## src/rtl/etapa_busqueda.sv

```systemverilog
// MIPS instruction-fetch stage: PC, request/ready fetch handshake, skid buffer and IF/ID register.
// Redirects come from BEQ resolved in EX (highest priority) and J decoded in ID.
module etapa_busqueda #(
   parameter int unsigned         ANCHO_PC   = 32,
   parameter logic [ANCHO_PC-1:0] PC_INICIAL = 32'h0000_0000
) (
   input  logic                clk,
   input  logic                reset,
   input  logic                detener,
   input  logic                branch_tomado,
   input  logic [ANCHO_PC-1:0] destino_branch,
   input  logic                salto,
   output logic                imem_solicitud,
   output logic [ANCHO_PC-1:0] imem_dir,
   input  logic                imem_listo,
   input  logic [ANCHO_PC-1:0] imem_dato,
   output logic [ANCHO_PC-1:0] instruccion_id,
   output logic [ANCHO_PC-1:0] pc_mas4_id,
   output logic                valido_id,
   output logic [5:0]          codigo_operacion,
   output logic [ANCHO_PC-1:0] pc_actual
);

   typedef enum logic [1:0] {StPedir, StRetenido, StDescartar} estado_e;

   estado_e             estado_q, estado_d;
   logic [ANCHO_PC-1:0] pc_q, pc_d;
   logic [ANCHO_PC-1:0] instr_q, instr_d;
   logic [ANCHO_PC-1:0] pm4_q, pm4_d;
   logic                valido_q, valido_d;
   logic [ANCHO_PC-1:0] skid_instr_q, skid_instr_d;
   logic [ANCHO_PC-1:0] skid_pm4_q, skid_pm4_d;
   logic [ANCHO_PC-1:0] dir_pend_q, dir_pend_d;

   logic [ANCHO_PC-1:0] pc_mas4;
   logic [ANCHO_PC-1:0] destino_j;
   logic [ANCHO_PC-1:0] destino;
   logic                salto_ok;
   logic                redirige;

   always_comb begin
      pc_mas4   = pc_q + ANCHO_PC'(4);
      destino_j = {pm4_q[ANCHO_PC-1 -: 4], instr_q[25:0], 2'b00};
      // A J sitting in a stalled or empty IF/ID slot must not redirect.
      salto_ok  = salto & valido_q & ~detener;
      redirige  = branch_tomado | salto_ok;
      destino   = branch_tomado ? destino_branch : destino_j;

      estado_d     = estado_q;
      pc_d         = pc_q;
      instr_d      = instr_q;
      pm4_d        = pm4_q;
      valido_d     = valido_q;
      skid_instr_d = skid_instr_q;
      skid_pm4_d   = skid_pm4_q;
      dir_pend_d   = dir_pend_q;

      unique case (estado_q)
         StPedir: begin
            if (redirige) begin
               pc_d     = destino;
               instr_d  = '0;
               valido_d = 1'b0;
               if (!imem_listo) begin
                  // Request in flight: keep its address until memory answers.
                  dir_pend_d = pc_q;
                  estado_d   = StDescartar;
               end
            end else if (imem_listo) begin
               pc_d = pc_mas4;
               if (detener) begin
                  skid_instr_d = imem_dato;
                  skid_pm4_d   = pc_mas4;
                  estado_d     = StRetenido;
               end else begin
                  instr_d  = imem_dato;
                  pm4_d    = pc_mas4;
                  valido_d = 1'b1;
               end
            end else if (!detener) begin
               instr_d  = '0;
               valido_d = 1'b0;
            end
         end
         StRetenido: begin
            if (redirige) begin
               pc_d     = destino;
               instr_d  = '0;
               valido_d = 1'b0;
               estado_d = StPedir;
            end else if (!detener) begin
               instr_d  = skid_instr_q;
               pm4_d    = skid_pm4_q;
               valido_d = 1'b1;
               estado_d = StPedir;
            end
         end
         StDescartar: begin
            if (branch_tomado) begin
               pc_d = destino_branch;
            end
            if (imem_listo) begin
               estado_d = StPedir;
            end
         end
         default: estado_d = StPedir;
      endcase
   end

   always_ff @(posedge clk) begin
      if (reset) begin
         estado_q     <= StPedir;
         pc_q         <= PC_INICIAL;
         instr_q      <= '0;
         pm4_q        <= '0;
         valido_q     <= 1'b0;
         skid_instr_q <= '0;
         skid_pm4_q   <= '0;
         dir_pend_q   <= '0;
      end else begin
         estado_q     <= estado_d;
         pc_q         <= pc_d;
         instr_q      <= instr_d;
         pm4_q        <= pm4_d;
         valido_q     <= valido_d;
         skid_instr_q <= skid_instr_d;
         skid_pm4_q   <= skid_pm4_d;
         dir_pend_q   <= dir_pend_d;
      end
   end

   assign imem_solicitud   = ~reset & (estado_q != StRetenido);
   assign imem_dir         = (estado_q == StDescartar) ? dir_pend_q : pc_q;
   assign instruccion_id   = instr_q;
   assign pc_mas4_id       = pm4_q;
   assign valido_id        = valido_q;
   assign codigo_operacion = instr_q[ANCHO_PC-1 -: 6];
   assign pc_actual        = pc_q;

endmodule

```

## config.mk

```make
export PLATFORM = sky130hd
export DESIGN_NAME = etapa_busqueda
export DESIGN_NICKNAME = d
export VERILOG_FILES = /design/src/rtl/etapa_busqueda.sv
export SDC_FILE = /design/constraint.sdc
export NUM_CORES = 1
export LEC_CHECK = 0
export ABC_AREA = 0
export CAP_MARGIN = 20
export CORE_MARGIN = 2
export CORE_UTILIZATION = 51
export DETAILED_ROUTE_END_ITERATION = 12
export HOLD_SLACK_MARGIN = 0.15
export PLACE_DENSITY = 0.81
export SLEW_MARGIN = 10
export SYNTH_ARGS = -nofsm -noshare
export SYNTH_HDL_FRONTEND = slang
export SYNTH_SLANG_ARGS = --single-unit
```

## constraint.sdc

```tcl
create_clock -name clk -period 2.5 [get_ports clk]
set_input_delay 0.25 -clock clk [delete_from_list [all_inputs] [get_ports clk]]
set_output_delay 0.25 -clock clk [all_outputs]
set_load 0.005 [all_outputs]
```

**Word level (Yosys, flattened, before mapping)**

Index checks and enable logic that the tools add are counted.

- Logic and storage cells: 78
- Output and inout bits: 136
- Register bits: 195

- Mux-type cells: 34
- Add/subtract/negate cells: 1
- Equality and inequality tests: 17
- Bitwise logic cells: 8
- Reductions and logical operators: 10

Operators with widths:

| operator | count |
|---|---|
| two-way mux 32 bit | 17 |
| one-hot mux 32 bit (2 select lines) | 2 |
| one-hot mux 32 bit (3 select lines) | 1 |
| adder 32 x 3 -> 32 bit, second input constant | 1 |
| inequality test 2 bit, second input constant | 8 |
| inequality test 3 bit, second input constant | 5 |
| two-way mux 2 bit | 7 |
| AND reduction 4 bit | 2 |
| one-hot mux 2 bit (3 select lines) | 1 |
| AND reduction 3 bit | 2 |
| AND reduction 6 bit | 1 |
| two-way mux 1 bit | 5 |
| AND reduction 5 bit | 1 |
| inequality test 4 bit, second input constant | 1 |
| inverter 1 bit | 4 |
| AND 1 bit | 3 |
| nonzero test 3 bit | 1 |
| == test 2 x 1 -> 1 bit, second input constant | 1 |
| == test 2 bit, second input constant | 1 |
| logical NOT 2 bit | 1 |
| inequality test 2 x 1 -> 1 bit, second input constant | 1 |
| one-hot mux 1 bit (2 select lines) | 1 |
| AND reduction 2 bit | 1 |
| nonzero test 2 bit | 1 |
| bitwise OR 1 bit | 1 |

**Logic depth before layout (Yosys ltp)**

- Depth in word-level cells: 5
- Depth in mapped cells: 10

**Least setup slack after synthesis**

No wires, ideal clock.

- Path kind: register to register
- Start: register estado_q[0]
- End: register pc_q[10], in the netlist pc_actual[10]
- Setup slack: 0.267 ns
- Required time: 2.405 ns
- Period minus slack after synthesis: 2.233 ns
- Arrival time: 2.138 ns
- Cell stages (with the launch flop): 9
- Cells stage by stage: dfxtp_1 > inv_1 > ha_1 > clkbuf_1 > nand4bb_1 > a21oi_1 > clkbuf_1 > a221oi_1 > a221oi_1

- Cells in the longest elaborated chain, start to end: 3
- Elaborated cells on any way between the ends: 9

Ends and longest elaborated chain:

| what | RTL line | source |
|---|---|---|
| from (decl) | 26 | `estado_e estado_q, estado_d;` |
| from (signal assigned) | 112 | `estado_q <= StPedir;` |
| from (signal assigned) | 121 | `estado_q <= estado_d;` |
| == test 2 x 1 -> 1 bit (tied with other cells) | 58 | `unique case (estado_q)` |
| inequality test 2 bit (no line) (tied with other cells) | - |  |
| AND reduction 4 bit (no line) | - |  |
| to (signal assigned) | 122 | `pc_q <= pc_d;` |
| to (decl) | 27 | `logic [ANCHO_PC-1:0] pc_q, pc_d;` |

Parallel ways exist; a longest one is shown, timed or not.
A chain may end at the register's enable or synchronous reset.

**Worst setup path after layout**

- Start: register estado_q[0]
- End: output imem_dir[1]

- Cells in the longest elaborated chain, start to end: 2

Ends and longest elaborated chain:

| what | RTL line | source |
|---|---|---|
| == test 2 bit | 133 | `assign imem_dir = (estado_q == StDescartar) ? dir_pend_q : pc_q;` |
| two-way mux 32 bit | 133 |  |
| to (decl) | 14 | `output logic [ANCHO_PC-1:0] imem_dir,` |

No other way between the ends.

==> results.cfg <==
[die]
dieArea_um2 = 19170
die_width_um = 138.4
start_util_pct = 51.67
num_io_pins = 206
core_region_area_um2 = 17840
die_y_um = 138.4
rows = 49

[synthesis]
yosys_warnings = 0
synthCells = 1161
synthArstFlopShare_pct = 0
synth_area_per_cell_um2 = 7.939
synth_cell_types = 58
ys_seq_area_share_pct = 42.35
synthTopCellsByArea = dfxtp_1, nand2_1, a21oi_1, clkbuf_1, nor2_1
synth_flop_cell = dfxtp_1
synth_top_area_cell = dfxtp_1
synth_top_area_share_pct = 42.35
syn_area_um2 = 9218
synth-seq-cells = 195
yosysMostFrequentCell = nand2_1
synthTopCellsByCount = nand2_1, dfxtp_1, a21oi_1
synth_nets = 1236
synth_edf_count = 0

[timing]
setup_tns_ns = 0
holdWs_ns = 0.3891
grt_setup_unrepaired = false
finalCritPeriodShare_pct = 97.16
fin_crit_ns = 2.429
drv_slew = 0
slew_headroom_pct = 51.66
fin_skew_ns = 0.01029
clock.fmax_ghz = 0.4117
tightest_slew_ns = 0.7251
hold_viol = 0
setup-violations-final = 0

[detailed_routing]
wl_mm = 30.32
num_vias = 9656
drtIter0Drc = 935
drtPass1Iterations = 6
routedWlPerCell_um = 19.31
routed_via_density = 6.150
ant_nets = 0
drcViolationCount = 0

[critical_path]
worstPathCellList = inv_1 -> ha_4 -> buf_12 -> mux2_2 -> clkdlybuf4s50_1
slowest_delay_ns = 0.46
critPathRequiredTime_ns = 2.25
path_delay_family = buffers and inverters
path_buf_inv = 3
cp.arrival_ns = 2.18
crit_start = estado_q[0]
crit_path_top_delay_cell = clkdlybuf4s50_1
critPathMaxFanout = 17
critical_path_class = reg -> out
worstSetupStartpointType = flip-flop
endpoint_kind = output port
r2r-start = estado_q[0]

[placed_design]
dp_cells = 1536
place_hpwl_mm = 21.15
gp_congestion = 0.9229
port_buffers = 205

[power_and_ir_drop]
ir_drop_uv = 574.2
p_leak_uw = 0.004223
power_frac_clock_pct = 34.3
p_sw_uw = 2413
combPwrFrac_pct = 22.3
power.density_nw_per_um2 = 655.7
p_int_uw = 5649
seqPwrFrac_pct = 43.4
swShare_pct = 29.93

[cts]
clock_latency_ns = 0.44
tritoncts = built
path_clk_slew_ns = 0.07
cts.sinks = 195
htree_levels = 4
cts_root_buf = clkbuf_16
cts_buffer_depth = 2
numCtsBuffers = 17

[finish]
diodes = 0
nNetsFinal = 1403
ff_latch_area_um2 = 3905
multi_input_area_um2 = 4770
instances_no_fill = 1570
drive_gt1_share_pct = 9.843
layout-area-overhead-vs-synth_pct = 33.38
n_fill_cell = 1424

[grt]
antenna_found_initial = 0
grt_max_degree = 70
grt_pass1_wl_mm = 47.13
overflow = 0
first_global_vias = 8741
grt_usage_pct = 30.35

[min_path]
hold_path_class = in -> reg
min_from = imem_dato[16]

[run]
drv_cap = 0

[outcome]
status = finished clean
[sequential cells by signal, summed over array words and instances, names as in the netlist]
| signal | count |
|---|---|
| instruccion_id | 32 |
| pc_actual | 32 |
| valido_id | 1 |
| skid_pm4_q | 32 |
| skid_instr_q | 32 |
| estado_q | 2 |
| pc_mas4_id | 32 |
| dir_pend_q | 32 |
[layout make-up]
type	count	share of cell area (%)
repair buffers	267	21.57
inverters	24	0.7327
multi-input cells	823	38.79
flip-flops and latches	195	31.76
well taps	229	2.331
clock buffers	19	3.684
clock inverters	13	1.130
[power groups by stage]
| stage | Sequential [uW] | Clock, uW | Combinational (uW) |
|---|---|---|---|
| 2_1_floorplan | 3510 | 0 | 870 |
| 3_3_place_gp | 3560 | 0 | 1720 |
| 3_5_place_dp | 3560 | 0 | 1750 |
| 4_1_cts | 3490 | 2770 | 1760 |
| 5_1_grt | 3520 | 2900 | 1920 |
| 6_report | 3500 | 2770 | 1790 |
[layer usage]
layer / share of wire [%] / global-route usage (%)
met2: 47 / 48.51
met3: 9.6 / 6.685
met4: 2.9 / 11.60
met1: 41 / 40.35
met5: 0 / 0
[through the flow]
stage | area, um^2 | util (%) | worst slack, ns | total power [uW]
after floorplan | 9218 | - | 0.2668 | 4385
after global placement | 11650 | 65.31 | 0.1390 | 5280
after detailed placement | 11650 | 65.31 | 0.1094 | 5313
after CTS | 12250 | 68.69 | 0.01446 | 8027
after global routing | 12290 | 68.91 | 0.01328 | 8347
final | 12290 | 68.91 | 0.07107 | 8061
[cell usage in the layout, fill, tap and decap left out, drive strengths merged, types with 20 or more instances in the layout]
cell type / netlist / routed
nand2: 204 / 204
a211oi: 44 / 44
a22oi: 41 / 41
dfxtp: 195 / 195
nor2: 89 / 89
nand3: 24 / 24
inv: 23 / 30
buf: 29 / 61
a21oi: 121 / 121
nand4: 22 / 22
clkdlybuf4s50: 0 / 204
nor3: 24 / 24
xnor2: 22 / 22
clkbuf: 90 / 20
o21ai: 57 / 57
[final timing paths]
| path | to | slack [ns] | cells past startpoint |
|---|---|---|---|
| max | imem_dir[1] | 0.07 | 5 |
| min | skid_instr_q[16] | 0.39 | 3 |
| max reg2reg | pc_actual[13] | 0.12 | 7 |
| min reg2reg | pc_mas4_id[22] | 0.45 | 2 |
[logic make-up (layout without fill, tap and decap cells)]
kind of cell	after synthesis	in the layout	share of synthesized area [%]
and+or+nand+nor	412	412	20.51
AOI/OAI and AO/OA	358	358	25.00
DFF	195	195	42.35
buffers and inverters	143	323	6.353
xor gates and xnor gates	24	24	2.280
muxes	24	24	2.823
adders and majority gates	5	5	0.6787
[repair_timing]
item,CTS,global route
hold buffers,1,0
gates resized for setup,0,4
setup endpoints to repair,0,17
buffers inserted,0,0
endpoints found under the hold margin,2,0
[tightest hold or removal path, delay by kind of cell]
family	cells	cell delay, ns
buffers and inverters	1	0.42
AND/OR/NAND/NOR	1	0.06
AO/OA/AOI/OAI	1	0.05
Power figures use the tool's default switching activity.
